--- src/rtl/mem8_arb.sv ---
// mem8_arb: two-port round-robin arbiter and access sequencer for the 8-bit spram8_128k memory.
// Define MEM8_ARB_WORD_EN to build 16-bit big-endian word accesses (A1 beat, hi register).
module mem8_arb #(
  parameter int ASZ = 17,
  parameter int DSZ = 8
) (
  input  logic               clk,
  input  logic               rst_n,
  input  logic               req0,
  input  logic               we0,
  input  logic               wide0,
  input  logic [ASZ-1:0]     a0,
  input  logic [2*DSZ-1:0]   d0,
  input  logic               req1,
  input  logic               we1,
  input  logic               wide1,
  input  logic [ASZ-1:0]     a1,
  input  logic [2*DSZ-1:0]   d1,
  output logic               ack0,
  output logic               ack1,
  output logic               gnt0,
  output logic               gnt1,
  output logic [2*DSZ-1:0]   q,
  output logic [ASZ-1:0]     mem_a,
  output logic [DSZ-1:0]     mem_vi,
  output logic               mem_we,
  input  logic [DSZ-1:0]     mem_vo
);

  typedef enum logic [1:0] {
    ST_IDLE = 2'd0,
    ST_A0   = 2'd1,
    ST_A1   = 2'd2,
    ST_RD   = 2'd3
  } state_t;

  state_t         state_r;
  logic           port_r;
  logic           last_r;
  logic           we_r;
  logic [ASZ-1:0] addr_r;

  logic           any_s;
  logic           win_s;
  logic           sel_we_s;
  logic [ASZ-1:0] sel_a_s;
  logic [DSZ-1:0] sel_lo_s;
  logic [DSZ-1:0] sel_vi_s;
  logic           sel_done_s;

`ifdef MEM8_ARB_WORD_EN
  logic           wide_r;
  logic [DSZ-1:0] data_r;
  logic [DSZ-1:0] hi_r;
  logic           sel_wide_s;
  logic [DSZ-1:0] sel_hi_s;
`else
  logic           unused_s;
  assign unused_s = ^{wide0, wide1, d0[2*DSZ-1:DSZ], d1[2*DSZ-1:DSZ]};
`endif

  // Round-robin winner and its request fields, used only in an IDLE cycle
  always_comb begin
    any_s = req0 | req1;
    if (req0 && req1) begin
      win_s = ~last_r;
    end else if (req1) begin
      win_s = 1'b1;
    end else begin
      win_s = 1'b0;
    end
    if (win_s) begin
      sel_we_s = we1;
      sel_a_s  = a1;
      sel_lo_s = d1[DSZ-1:0];
    end else begin
      sel_we_s = we0;
      sel_a_s  = a0;
      sel_lo_s = d0[DSZ-1:0];
    end
`ifdef MEM8_ARB_WORD_EN
    sel_wide_s = win_s ? wide1 : wide0;
    sel_hi_s   = win_s ? d1[2*DSZ-1:DSZ] : d0[2*DSZ-1:DSZ];
    sel_vi_s   = sel_wide_s ? sel_hi_s : sel_lo_s;
    sel_done_s = sel_we_s & ~sel_wide_s;
`else
    sel_vi_s   = sel_lo_s;
    sel_done_s = sel_we_s;
`endif
  end

  // Access sequencer; memory strobes and handshakes are all registered
  always_ff @(posedge clk or negedge rst_n) begin
    if (!rst_n) begin
      state_r <= ST_IDLE;
      port_r  <= 1'b0;
      last_r  <= 1'b1;
      we_r    <= 1'b0;
      addr_r  <= {ASZ{1'b0}};
      gnt0    <= 1'b0;
      gnt1    <= 1'b0;
      ack0    <= 1'b0;
      ack1    <= 1'b0;
      mem_we  <= 1'b0;
      mem_a   <= {ASZ{1'b0}};
      mem_vi  <= {DSZ{1'b0}};
`ifdef MEM8_ARB_WORD_EN
      wide_r  <= 1'b0;
      data_r  <= {DSZ{1'b0}};
      hi_r    <= {DSZ{1'b0}};
`endif
    end else begin
      ack0 <= 1'b0;
      ack1 <= 1'b0;
      case (state_r)
        ST_IDLE: begin
          if (any_s) begin
            state_r <= ST_A0;
            port_r  <= win_s;
            we_r    <= sel_we_s;
            addr_r  <= sel_a_s;
            gnt0    <= ~win_s;
            gnt1    <= win_s;
            mem_a   <= sel_a_s;
            mem_vi  <= sel_vi_s;
            mem_we  <= sel_we_s;
            ack0    <= sel_done_s & ~win_s;
            ack1    <= sel_done_s & win_s;
`ifdef MEM8_ARB_WORD_EN
            wide_r  <= sel_wide_s;
            data_r  <= sel_lo_s;
`endif
          end else begin
            mem_we <= 1'b0;
          end
        end
        ST_A0: begin
`ifdef MEM8_ARB_WORD_EN
          if (wide_r) begin
            state_r <= ST_A1;
            mem_a   <= addr_r + {{(ASZ-1){1'b0}}, 1'b1};
            mem_vi  <= data_r;
            mem_we  <= we_r;
            ack0    <= we_r & ~port_r;
            ack1    <= we_r & port_r;
          end else
`endif
          if (we_r) begin
            state_r <= ST_IDLE;
            gnt0    <= 1'b0;
            gnt1    <= 1'b0;
            mem_we  <= 1'b0;
            last_r  <= port_r;
          end else begin
            state_r <= ST_RD;
            mem_we  <= 1'b0;
            ack0    <= ~port_r;
            ack1    <= port_r;
          end
        end
`ifdef MEM8_ARB_WORD_EN
        ST_A1: begin
          hi_r   <= mem_vo;
          mem_we <= 1'b0;
          if (we_r) begin
            state_r <= ST_IDLE;
            gnt0    <= 1'b0;
            gnt1    <= 1'b0;
            last_r  <= port_r;
          end else begin
            state_r <= ST_RD;
            ack0    <= ~port_r;
            ack1    <= port_r;
          end
        end
`endif
        ST_RD: begin
          state_r <= ST_IDLE;
          gnt0    <= 1'b0;
          gnt1    <= 1'b0;
          mem_we  <= 1'b0;
          last_r  <= port_r;
        end
        default: begin
          state_r <= ST_IDLE;
          gnt0    <= 1'b0;
          gnt1    <= 1'b0;
          mem_we  <= 1'b0;
        end
      endcase
    end
  end

  // Read data is only meaningful in RD, where mem_vo carries the last byte read
  always_comb begin
    if (state_r == ST_RD) begin
`ifdef MEM8_ARB_WORD_EN
      q = wide_r ? {hi_r, mem_vo} : {{DSZ{1'b0}}, mem_vo};
`else
      q = {{DSZ{1'b0}}, mem_vo};
`endif
    end else begin
      q = {(2*DSZ){1'b0}};
    end
  end

endmodule
--- config.mk ---
export PLATFORM = sky130hd
export DESIGN_NAME = mem8_arb
export DESIGN_NICKNAME = d
export VERILOG_FILES = /design/src/rtl/mem8_arb.sv
export SDC_FILE = /design/constraint.sdc
export NUM_CORES = 1
export LEC_CHECK = 0
export BUFFER_PORTS_ARGS = -buffer_cell sky130_fd_sc_hd__buf_2
export CAP_MARGIN = 25
export CORE_ASPECT_RATIO = 2
export CORE_MARGIN = 4
export CORE_UTILIZATION = 43
export CTS_CLUSTER_SIZE = 12
export DETAILED_ROUTE_END_ITERATION = 8
export GPL_ROUTABILITY_DRIVEN = 0
export PLACE_DENSITY_LB_ADDON = 0.2
export SYNTH_ARGS = -nofsm -noshare
export SYNTH_HDL_FRONTEND = slang
export SYNTH_SLANG_ARGS = --single-unit
--- constraint.sdc ---
create_clock -name clk -period 1.9 [get_ports clk]
set_input_delay 0.285 -clock clk [delete_from_list [all_inputs] [get_ports clk]]
set_output_delay 0.285 -clock clk [all_outputs]
set_load 0.005 [all_outputs]
Yosys cells after proc, flatten, opt, wreduce, memory -nomap -nowiden. Index checks and enable logic that the tools add are counted. W data, S select, Z words.

Register bits after elaboration: 35. Input bits: 82. Output and inout port bits: 46. Logic and storage cells: 51.

Equal/unequal tests: 4. Muxes and demuxes: 24. Bitwise gates (word level): 6. Reduce and logical (&&, ||, !) cells: 6.

Operators by type and width (number): $mux W17 (1); $mux W8 (2); $mux W1 (13); $pmux W1 S2 (5); $reduce_and A2 Y1 (3); $mux W2 (2); $ne A2 B2 Y1 const B (2); $pmux W2 S2 (1); $not A1 Y1 (3); $and A1 B1 Y1 (2); $eq A2 B1 Y1 const B (1); $eq A2 B2 Y1 const B (1); $logic_not A2 Y1 (1); $reduce_bool A2 Y1 (1); $logic_and A1 B1 Y1 (1); $or A1 B1 Y1 (1).

Depth between registers and ports, before layout.
Depth after elaboration: 6. Depth in mapped cells: 5. Mapped depth without buffers: 4.

Worst setup path before layout. Ideal clock, no wire load.

Path type: register to register. From: reg last_r. To: reg mem_a[10]. Library setup time: 0.082 ns. Arrival: 1.164 ns. Data required time: 1.818 ns. Path slack: 0.654 ns. Cell stages (with the launch flop): 6. Path buffers: 2. Period minus slack after synthesis: 1.246 ns. Cell sequence: dfstp_2 -> a21bo_2 -> buf_2 -> buf_2 -> nand2_1 -> a31oi_1.

Longest elaborated chain between the ends: 3.

RTL lines: start, declared (line 39) `logic last_r;`; start signal, assigned (line 153) `last_r <= port_r;`; start signal, assigned (line 182) `last_r <= port_r;`; $not A1 Y1 (line 66) `win_s = ~last_r;`; $mux W1 (line 65) `if (req0 && req1) begin`; $mux W17 (line 72) `if (win_s) begin`; end signal, assigned (line 105) `mem_a <= {ASZ{1'b0}};`; end signal, assigned (line 124) `mem_a <= sel_a_s;`; end, declared (line 24) `output logic [ASZ-1:0] mem_a,`.

No other way between the ends. A chain may end at the register's enable or synchronous reset.

Worst setup path in the final report.
From: reg state_r[1]. To: out q[0].

Longest elaborated chain between the ends: 2.

RTL lines: start, declared (line 37) `state_t state_r;`; start signal, assigned (line 95) `state_r <= ST_IDLE;`; start signal, assigned (line 118) `state_r <= ST_A0;`; start signal, assigned (line 149) `state_r <= ST_IDLE;`; $eq A2 B2 Y1 (line 196) `if (state_r == ST_RD) begin`; $mux W8 (line 196); end, declared (line 23) `output logic [2*DSZ-1:0] q,`.

No other way between the ends.

==> out/qor.txt <==
outcome - finished clean
# diodes - 0
skew final - 0.00343 ns
cell-internal power - 2.06 mW
Area Overhead vs Synth - 35.7%
GRT overflow - 0
Worst setup SP type - flop
final net count - 375
largest net degree at the start of global routing - 36
synth unique cells - 25
chip width - 52.5 microns
Flop pwr share - 0.414
Initial Utilization - 0.444
Worst R2R End - gnt0
Overall Power - 3.26 mW
dpl hpwl - 3.68 mm
R2R Setup Slk - 0.51 ns
first-pass GRT wire length - 7.93 mm
WP data required - 1.62 ns
power share of the combinational group - 0.424
post-synthesis sequential area ratio - 0.514
routed len/inst - 13.7 microns
leakage - 1.24 nW
CTS resizes - 0
Worst setup EP type - primary output
crit path DAT - 1.14 ns
post-route ant nets - 0
Cells after Synth - 191
post-place setup slack - 0.475 ns
# port buffers - 101
hold_buf cts - 0
kind of critical path - flop to primary output
most frequent cells in the layout - 101 x buf_2, 55 x nand2_1, 34 x dfrtp_1
CP Launch Point - state_r[1]
CTS root buffer - clkbuf_8
vias in the first global route - 1837
syn avg cell area - 8.93 sq um
row count - 32
Hold Vio Cnt, Final - 0
CTS buffer count - 5
clock slew seen by the registers of the worst setup and hold paths - 0.07 ns
Reg area - 877 sq um
Detailed Route Iter0 Violations - 25
drc violations - 0
DRT Pass-1 Iters - 4
CP Capture Point - q[0]
final slew viol count - 0
Core ar. - 0.00384 sq mm
CTS tree - yes
Mapped Area - 0.00171 sq mm
worst skew pair latency - 0.28 ns
share of layout cells above drive strength 1 - 0.427
synth top area cells - dfrtp_1 50%, nand2_1 12%, a31oi_1 9.2%
Slew Limit Headroom - 0.491
GRT Total Usage - 0.204
max cap viols - 0
CTS H-tree depth - 2
post-synthesis register bit count - 35
Largest stage delay, worst path - 0.51 ns
postcts setup bufs - 0
P_sw - 1.20 mW
die footprint - 0.00510 sq mm
VDD IR max - 0.745 mV
worst slew pin tran - 0.763 ns
Clk pwr share - 0.163
multi-input logic area - 691 sq um
Yosys top cell area share - 0.499
worst r2r path cells - 3
clk sink count - 35
fillcell total - 393
Routed Wire Length - 4.72 mm
initial antenna violation count - 0
power per cell area - 1410 mW/mm^2
CP max FO - 12
CP max-delay cell - dfrtp_1
worst path cell trace - and3_1, buf_2
PnR worst setup slack - 0.478 ns
Hold Crit Class - input pin to async pin
highest achievable clock rate - 0.703 GHz
final period demand of the worst path - 1.42 ns
Avg Vias per Cell - 5.00
Clock Tree Buf Depth - 2
most common cell after layout, fill and taps aside - buf_2
Tcrit/Tclk final - 0.748
io pins - 128
reg2reg start - state_r[1]
switching share of power - 0.368
synth warn - 0
RSZ-0062 raised after global routing - no
biggest area consumer among synthesized cells - dfrtp_1
vias - 1720
chip height - 97.1 microns
endpoints failing setup - 0
post-route setup TNS - 0 ns
-- metal layers --
| layer | global-route usage | part of all wire | vias up |
|---|---|---|---|
| met5 | 0 | 0 | - |
| met4 | 0.0787 | 0.019 | 0 |
| met3 | 0.0492 | 0.075 | 10 |
| met2 | 0.378 | 0.56 | 78 |
| met1 | 0.204 | 0.35 | 782 |
| li1 | - | - | 850 |
-- area by class of cell --
class | count | area share
Multi-Input combinational cell | 137 | 0.298
Clock buffer | 6 | 0.0357
Clock inverter | 1 | 0.00216
Tap cell | 51 | 0.0276
Sequential cell | 35 | 0.379
Timing Repair Buffer | 112 | 0.254
Inverter | 2 | 0.00324
-- flip-flops by register name (all words and copies together) (netlist names) --
| signal | count |
|---|---|
| mem_vi | 8 |
| gnt0 | 1 |
| state_r | 2 |
| port_r | 1 |
| mem_a | 17 |
| ack0 | 1 |
| we_r | 1 |
| last_r | 1 |
| ack1 | 1 |
| mem_we | 1 |
| gnt1 | 1 |
-- power by group through the flow --
stage	registers [mW]	logic, mW	clock network [mW]
after floorplan	1.34	0.836	0
after global placement	1.35	1.39	0
after detailed placement	1.36	1.41	0
after CTS	1.34	1.41	0.550
after global routing	1.40	1.57	0.583
final	1.35	1.38	0.530
-- synthesized netlist by cell type --
cell type  instances
a21bo_2            1
a21boi_2           1
a21oi_1           25
a22o_1             3
a31oi_1           25
and2_1             1
and3_1             8
buf_2              7
buf_4             10
buf_6              3
clkbuf_1           4
conb_1             1
dfrtp_1           34
dfstp_2            1
inv_1              2
mux2_2             1
nand2_1           55
nand3_1            1
nand4_1            1
nor2_1             1
o211ai_1           1
o21ai_0            2
o31ai_1            1
or2_1              1
or3b_2             1
-- kinds of logic (layout without fill, tap and decap cells) --
group                  Yosys count  after routing  share of synthesized area
flip-flops                      35             35                      0.514
buffers and inverters           26            121                     0.0976
AO/OA/AOI/OAI                   59             59                      0.208
multiplexers                     1              1                    0.00660
other                            1              8                    0.00220
AND/OR/NAND/NOR                 69             69                      0.172
-- critical path: cells and delay by family, from the launching register on --
family	cells	cell delay (ns)
buf+inv	1	0.12
flops	1	0.51
simple gates	1	0.23
-- stage by stage --
stage,hold WS (ns),util,std cells,instance area (sq um)
global route,0.136,0.602,344,2310
global placement,0.401,0.579,337,2230
floorplan,-0.0106,-,198,1730
finish,0.0708,0.602,344,2310
CTS,0.0993,0.602,344,2310
detailed placement,0.407,0.579,337,2230
-- how the worst min path moves through the flow --
stage	startpoint	end
2_1_floorplan	rst_n	ack0
3_3_place_gp	rst_n	mem_we
3_5_place_dp	rst_n	mem_we
4_1_cts	rst_n	mem_vi[7]
5_1_grt	rst_n	ack1
6_report	rst_n	mem_we
Power figures use the tool's default switching activity.
